File: config.mk
export PLATFORM = sky130hd
export DESIGN_NAME = pipe_stage_skid
export DESIGN_NICKNAME = d
export VERILOG_FILES = /design/src/rtl/pipe_stage_skid_pkg.sv /design/src/rtl/pipe_skid_core.sv /design/src/rtl/pipe_stage_skid.sv
export SDC_FILE = /design/constraint.sdc
export NUM_CORES = 1
export LEC_CHECK = 0
export CAP_MARGIN = 0
export CORE_MARGIN = 3
export CORE_UTILIZATION = 55
export CTS_BUF_LIST = sky130_fd_sc_hd__clkbuf_2 sky130_fd_sc_hd__clkbuf_4 sky130_fd_sc_hd__clkbuf_8
export CTS_CLUSTER_SIZE = 16
export DETAILED_ROUTE_END_ITERATION = 10
export GPL_ROUTABILITY_DRIVEN = 0
export PLACE_DENSITY = 0.95
export REMOVE_ABC_BUFFERS = 1
export SYNTH_ARGS = -nofsm -noshare
export SYNTH_HDL_FRONTEND = slang
export SYNTH_SLANG_ARGS = --single-unit
File: constraint.sdc
create_clock -name clk -period 2.5 [get_ports clk]
set_input_delay 0.5 -clock clk [delete_from_list [all_inputs] [get_ports clk]]
set_output_delay 0.5 -clock clk [all_outputs]
set_load 0.05 [all_outputs]
File: src/rtl/pipe_stage_skid_pkg.sv
// Shared definitions for the elastic pipeline stage: MEM->WB bundle layout,
// occupancy encodings and the skid-buffer state encoding.
package pipe_stage_skid_pkg;

  // MEM->WB bundle field offsets and widths
  localparam int MEM_WB_WE_LSB        = 0;
  localparam int MEM_WB_WE_W          = 1;
  localparam int MEM_WB_REG_SRC_LSB   = 1;
  localparam int MEM_WB_REG_SRC_W     = 2;
  localparam int MEM_WB_WR_ADDR_LSB   = 3;
  localparam int MEM_WB_WR_ADDR_W     = 5;
  localparam int MEM_WB_ALU_OUT_LSB   = 8;
  localparam int MEM_WB_ALU_OUT_W     = 32;
  localparam int MEM_WB_READ_DATA_LSB = 40;
  localparam int MEM_WB_READ_DATA_W   = 32;
  localparam int MEM_WB_W             = 72;

  localparam logic [1:0] OCC_EMPTY = 2'd0;
  localparam logic [1:0] OCC_ONE   = 2'd1;
  localparam logic [1:0] OCC_FULL  = 2'd2;

  typedef struct packed {
    logic [MEM_WB_READ_DATA_W-1:0] read_data;
    logic [MEM_WB_ALU_OUT_W-1:0]   alu_out;
    logic [MEM_WB_WR_ADDR_W-1:0]   wr_addr;
    logic [MEM_WB_REG_SRC_W-1:0]   reg_src;
    logic                          we;
  } mem_wb_t;

  // Encoded as {main_v, skid_v}; {0,1} is unreachable
  typedef enum logic [1:0] {
    SKID_EMPTY = 2'b00,
    SKID_ONE   = 2'b10,
    SKID_FULL  = 2'b11
  } skid_state_e;

  function automatic logic [1:0] occ_of(input logic main_v, input logic skid_v);
    return {1'b0, main_v} + {1'b0, skid_v};
  endfunction

endpackage

File: src/rtl/pipe_skid_core.sv
// Generic two-entry valid/ready skid buffer with synchronous flush.
// Payload is opaque here; in_ready depends only on registered state and rst.
module pipe_skid_core
  import pipe_stage_skid_pkg::*;
#(
  parameter int DATA_W = MEM_WB_W
) (
  input  logic              clk,
  input  logic              rst,
  input  logic              flush,
  input  logic              in_valid,
  output logic              in_ready,
  input  logic [DATA_W-1:0] in_data,
  output logic              out_valid,
  input  logic              out_ready,
  output logic [DATA_W-1:0] out_data,
  output logic              main_v,
  output logic              skid_v
);

  skid_state_e       state;
  skid_state_e       state_n;
  logic [DATA_W-1:0] main_d;
  logic [DATA_W-1:0] skid_d;
  logic              accept;
  logic              emit;
  logic              load_main;
  logic              load_skid;
  logic              shift;

  assign main_v    = (state == SKID_ONE) || (state == SKID_FULL);
  assign skid_v    = (state == SKID_FULL);
  assign in_ready  = !skid_v && !rst;
  assign out_valid = main_v;
  assign out_data  = main_d;
  assign accept    = in_valid && in_ready;
  assign emit      = out_valid && out_ready;

  always_comb begin
    state_n   = state;
    load_main = 1'b0;
    load_skid = 1'b0;
    shift     = 1'b0;
    case (state)
      SKID_EMPTY: begin
        if (accept) begin
          load_main = 1'b1;
          state_n   = SKID_ONE;
        end
      end
      SKID_ONE: begin
        if (emit && accept) begin
          load_main = 1'b1;
        end else if (emit) begin
          state_n = SKID_EMPTY;
        end else if (accept) begin
          load_skid = 1'b1;
          state_n   = SKID_FULL;
        end
      end
      SKID_FULL: begin
        // in_ready is low here, so only the skid entry can advance
        if (emit) begin
          shift   = 1'b1;
          state_n = SKID_ONE;
        end
      end
      default: state_n = SKID_EMPTY;
    endcase
  end

  always_ff @(posedge clk) begin
    if (rst) begin
      state  <= SKID_EMPTY;
      main_d <= '0;
      skid_d <= '0;
    end else if (flush) begin
      state  <= SKID_EMPTY;
      main_d <= '0;
      skid_d <= '0;
    end else begin
      state <= state_n;
      if (load_main) begin
        main_d <= in_data;
      end else if (shift) begin
        main_d <= skid_d;
      end
      if (load_skid) begin
        skid_d <= in_data;
      end
    end
  end

endmodule

File: src/rtl/pipe_stage_skid.sv
// Elastic pipeline-stage register: skid buffer or single register, with
// write-enable gating so a bubble can never commit, plus occupancy output.
module pipe_stage_skid
  import pipe_stage_skid_pkg::*;
#(
  parameter int DATA_W  = MEM_WB_W,
  parameter int WE_LSB  = MEM_WB_WE_LSB,
  parameter bit SKID_EN = 1'b1
) (
  input  logic              clk,
  input  logic              rst,
  input  logic              flush,
  input  logic              in_valid,
  output logic              in_ready,
  input  logic [DATA_W-1:0] in_data,
  output logic              out_valid,
  input  logic              out_ready,
  output logic [DATA_W-1:0] out_data,
  output logic [1:0]        occ
);

  logic              main_v;
  logic              skid_v;
  logic [DATA_W-1:0] held_d;

  generate
    if (SKID_EN) begin : g_skid
      pipe_skid_core #(
        .DATA_W (DATA_W)
      ) u_core (
        .clk       (clk),
        .rst       (rst),
        .flush     (flush),
        .in_valid  (in_valid),
        .in_ready  (in_ready),
        .in_data   (in_data),
        .out_valid (main_v),
        .out_ready (out_ready),
        .out_data  (held_d),
        .main_v    (),
        .skid_v    (skid_v)
      );
    end else begin : g_single
      logic              reg_v;
      logic [DATA_W-1:0] reg_d;

      // Combinational ready: a slot frees up in the same cycle it drains
      assign in_ready = (!reg_v || out_ready) && !rst;
      assign main_v   = reg_v;
      assign held_d   = reg_d;
      assign skid_v   = 1'b0;

      always_ff @(posedge clk) begin
        if (rst || flush) begin
          reg_v <= 1'b0;
          reg_d <= '0;
        end else if (in_valid && in_ready) begin
          reg_v <= 1'b1;
          reg_d <= in_data;
        end else if (out_ready) begin
          reg_v <= 1'b0;
        end
      end
    end
  endgenerate

  assign out_valid = main_v;
  assign occ       = occ_of(main_v, skid_v);

  always_comb begin
    out_data         = held_d;
    out_data[WE_LSB] = held_d[WE_LSB] & main_v;
  end

  // Downstream relies on a stalled beat not changing underneath it
  assert property (@(posedge clk) disable iff (rst)
    (out_valid && !out_ready && !flush) |=> (out_valid && $stable(out_data)));

endmodule
==> Yosys cells after proc, flatten, opt, wreduce, memory -nomap -nowiden <==
Index checks and enable logic that the tools add are counted.
{ "op_classes": {"n_addsub": 1, "eq_ne": 6, "muxes": 16, "bitwise": 1, "n_reduce_logical": 11} }
{ "op_table": {"columns": ["op", "count"], "rows": [
  ["$mux 72", 2],
  ["$mux 2", 5],
  ["$mux 1", 7],
  ["$pmux 2 s3", 1],
  ["$eq 2x2->1 const B", 2],
  ["$logic_and 1x1->1", 4],
  ["$ne 2x2->1 const B", 2],
  ["$reduce_and 4->1", 1],
  ["$ne 3x1->1 const B", 1],
  ["$add 1x1->2", 1],
  ["$logic_not 1->1", 2],
  ["$logic_not 2->1", 1],
  ["$ne 2x1->1 const B", 1],
  ["$pmux 1 s2", 1],
  ["$reduce_bool 2->1", 1],
  ["$reduce_or 2->1", 1],
  ["$and 1x1->1", 1],
  ["$logic_or 1x1->1", 1]
]} }
{ "totals": {"register_bits": 146, "inputBits": 77, "wordCells": 38} }

==> Longest topological paths before layout <==
{ "logic_depth": {"word_depth": 8, "ltp_mapped": 8, "mapped_depth_nobuf": 6} }

==> By module <==
A second synthesis with hierarchy kept.
{ "hier_totals": {"cells_unflattened": 664, "area_unflattened_um2": 5575.3} }
{ "by_module_without_submodules": {"columns": ["module", "n_inst", "cells_per_inst", "area_each_um2"], "rows": [
  ["pipe_skid_core", 1, 662, 5556.6],
  ["pipe_stage_skid", 1, 2, 18.8]
]} }

==> Worst setup path after synthesis <==
No wires, ideal clock.
{ "synth_timing": {"path_type": "register to output", "from": "reg g_skid.u_core.state[1]", "to": "out out_data[0]", "arrival_time_ps": 1975, "t_required_ps": 2000, "slack_ps": 25, "stages_incl_launch_ff": 5, "n_path_buf": 1, "path_cell_list": "dfxtp_1 > ha_1 > buf_2 > or2_2 > and2_1"} }
{ "synth_via": {"elab_chain_len": 3, "elab_cells_between_ends": 4, "cone_classes": "eq/ne (2); bitwise (1); reduce/logical (1)"} }
{ "synth_rtl": {"columns": ["element", "line_no", "rtl"], "rows": [
  ["start, declared", "pipe_skid_core.sv:21", "skid_state_e state;"],
  ["start signal, assigned", "pipe_skid_core.sv:82", "state <= state_n;"],
  ["$eq 2x2->1", "pipe_skid_core.sv:31", "assign main_v = (state == SKID_ONE) || (state == SKID_FULL);"],
  ["$logic_or 1x1->1 *", "pipe_skid_core.sv:31", null],
  ["net out_valid", "pipe_stage_skid.sv:16", "output logic out_valid,"],
  ["$and 1x1->1 *", "pipe_stage_skid.sv:72", "out_data[WE_LSB] = held_d[WE_LSB] & main_v;"],
  ["end, declared", "pipe_stage_skid.sv:18", "output logic [DATA_W-1:0] out_data,"]
]} }
The timed path passes the listed nets; every way through them passes the cells marked *.

==> Worst setup path in the final report <==
{ "layout_timing": {"from": "reg g_skid.u_core.state[0]", "to": "out occ[0]"} }
{ "layout_via": {"elab_chain_len": 3, "elab_cells_between_ends": 4, "cone_classes": "add/sub (1); eq/ne (2); reduce/logical (1)"} }
{ "layout_rtl": {"columns": ["element", "line_no", "rtl"], "rows": [
  ["$eq 2x2->1 (on tied branches)", "pipe_skid_core.sv:31, pipe_skid_core.sv:32", null],
  ["$logic_or 1x1->1", "pipe_skid_core.sv:31", null],
  ["$add 1x1->2 *", "pipe_stage_skid_pkg.sv:38", "return {1'b0, main_v} + {1'b0, skid_v};"],
  ["end, declared", "pipe_stage_skid.sv:19", "output logic [1:0] occ"]
]} }
Every way passes the cells marked *; elsewhere a longest branch is shown, timed or not.

==> metrics.md <==
| Metric | Value |
|---|---|
| Largest net degree at the start of global routing | `99` |
| I/O pin total | `153` |
| Post-Syn Area | `6370 um^2` |
| Final Hold Viols | `0` |
| Mux cell area share after synthesis | `0%` |
| Critical path arrival | `1.81 ns` |
| Fin worst setup slack | `0.189 ns` |
| Inserted Diodes | `0` |
| Vias per Instance | `5.67` |
| Initial DRC count | `714` |
| Power density over the cells | `632 nW/um^2` |
| Routed wire length | `15900 um` |
| Compound-Gate Fraction of Synth Area | `16.3%` |
| Syn Inst Count | `818` |
| Worst hold slack | `0.457 ns` |
| Status | `completed` |
| Crit share post-route | `92.4%` |
| Final design area excluding fillers | `7910 um^2` |
| Num CTS Buffers | `17` |
| Yosys warnings | `0` |
| Worst slack, placed | `0.271 ns` |
| Antenna violations before repair | `0` |
| Vias in the first global route | `5517` |
| First-pass GRT wire length | `26500 um` |
| Max Slew Vio Count | `0` |
| Worst VDD drop | `767 uV` |
| Root Buffer | `clkbuf_8` |
| Cts hold-fix bufs | `0` |
| Share of layout cells above drive strength 1 | `6.52%` |
| Unrepaired setup endpoints after global routing | `no` |
| Die width | `114 um` |
| CP endpoint kind | `primary output` |
| Cell Area, Placed | `7470 um^2` |
| CP bufs+invs | `2` |
| # setup viols final | `0` |
| Post-synthesis sequential area ratio | `45.9%` |
| DIE AREA | `12900 um^2` |
| Core area | `11100 um^2` |
| Yosys top cell by area | `dfxtp_1` |
| Overall routing resource usage | `24.9%` |
| Area contributors post-synth | `dfxtp_1 46%, nand2_1 13%, a311oi_1 9.9%` |
| Post-CTS setup buffer count | `0` |
| Post-route DRC | `0` |
| FP Rows | `38` |
| Wire length per cell | `15.7 um` |
| Post_cts resized | `0` |
| Critical Path Source Type | `register` |
| Xor/xnor share of the synthesized area | `0%` |
| Tmin final | `2.31 ns` |
| DR vias | `5749` |
| Largest family of logic cells by synthesized area | `simple AND/OR/NAND/NOR gates` |
| Worst slew pin tran | `0.552 ns` |
| Max FO, Critical Path | `4` |
| Critical path cell sequence | `inv_1 > ha_1 > clkdlybuf4s50_1` |
| Post-synth top area share | `45.9%` |
| Clock sinks | `146` |
| CP top delay family | `buffers and inverters` |
| Fmax | `433 MHz` |
| Data required time of the worst path | `2.00 ns` |
| DRT antenna net count | `0` |
| Kind of critical path | `register to primary output` |
| Grt ovf | `0` |
| R2R Setup Slk | `0.58 ns` |
| Die Span Y | `114 um` |
| Clk_skew | `0.0103 ns` |
| Clock transition at path regs | `0.07 ns` |
| Seq cells post-synth | `146` |
| Max-Cap Viols | `0` |
| Aggregate negative setup slack | `0 ns` |
| PortBufs | `152` |
| Mean Syn Cell Area | `7.79 um^2` |
| Largest stage delay, worst path | `0.79 ns` |
| Slew margin rel. | `63.1%` |
| Simple-Gate Fraction of Synth Area | `23.9%` |
| Initial Util | `57.5%` |
| H-tree depth | `4` |
| Leak pwr | `0.00254 uW` |
| Synth Area in Adders | `0.982%` |
| DRT Pass-1 Iters | `7` |
| Class of the worst hold path | `register to register` |
| Nets@finish | `945` |
| CTS tree | `built` |
| CP max-delay cell | `clkdlybuf4s50_1` |
| P&R area growth vs syn | `24.2%` |
| Hpwl dp | `9950 um` |
| Max clock buf depth | `2` |
| Worst-Skew Late Latency | `0.43 ns` |
| Unique cell type count in the Yosys netlist | `22` |
==> stage by stage <==
stage                     power (uW)  utilization (%)  instances
after global routing            5190             71.4       1014
after floorplan                 2730                -        678
after global placement          3020             67.5        984
after detailed placement        3020             67.5        984
final                           5000             71.4       1014
after CTS                       5030             71.4       1014
==> placed cells by master, fill, tap and decap left out <==
master and instances:
a2bb2oi_1 1, or2_2 1, buf_4 9, nand2_1 216, o21ai_4 1, nand2b_1 1
nor3b_2 1, nor2b_1 2, nand2_2 2, buf_2 1, and2_1 2, clkinv_2 1
a21oi_1 74, clkbuf_4 1, ha_2 1, a22o_1 1, o21ai_0 2, bufinv_16 4
inv_1 3, clkinvlp_4 4, a311oi_1 72, or4_1 1, or2_4 1, dfxtp_1 146
clkbuf_8 20, nand3_1 72, buf_12 9, ha_1 4, and2_2 1, clkdlybuf4s50_1 147
nor2_1 73
==> path summary, 6_finish.rpt <==
check | from | to | depth (start not counted)
setup / recovery | g_skid.u_core.state[0] | occ[0] | 3
hold / removal | g_skid.u_core.skid_d[53] | g_skid.u_core.skid_d[53] | 2
setup reg to reg | g_skid.u_core.state[0] | g_skid.u_core.out_data[1] | 7
hold reg to reg | g_skid.u_core.skid_d[53] | g_skid.u_core.skid_d[53] | 2
==> per-layer routing <==
metal  vias to the layer above  GRT usage [%]  part of all wire, %
met4                         0           7.85                  1.7
met2                       235           40.6                   49
met5                         -              0                    0
met1                      2694           32.2                   42
li1                       2794              -                    -
met3                        26           6.84                  7.9
==> final cells by class <==
cell class / count / area [um^2]
clock buffer: 21 / 283
clock inverter: 9 / 155
fill: 821 / 3170
inverter: 3 / 11.3
multi-input combinational: 529 / 2640
sequential: 146 / 2920
tap: 140 / 175
timing repair buffer: 166 / 1720
==> logic make-up after synthesis <==
logic type / count (synthesis)
and+or+nand+nor: 373
AOI/OAI and AO/OA: 151
DFF: 146
buffers and inverters: 143
adders and majority gates: 5
==> synthesized netlist by cell type (all sizes together) <==
master and n:
a21oi 74, a311oi 72, nand2 218, dfxtp 146
nor3b 1, or4 1, nor2b 2, nor2 73
clkbuf 50, inv 3, and2 3, buf 90
o21ai 3, nand3 72, nand2b 1, a22o 1
ha 5, or2 2, a2bb2oi 1
==> power by group <==
part	switching (uW)	internal [uW]
clock	859	1170
combinational	350	234
sequential	24.9	2370
==> state kept, by name (all words and copies together) (netlist names) <==
signal and flops:
g_skid.u_core.out_data 72, g_skid.u_core.skid_d 72, g_skid.u_core.state 2
==> worst min-delay path, cell delays in order, from the launching register on <==
cell	delay, ns
dfxtp_1	0.31
nand2_1	0.05
a21oi_1	0.05
(Power assumes the default switching activity.)
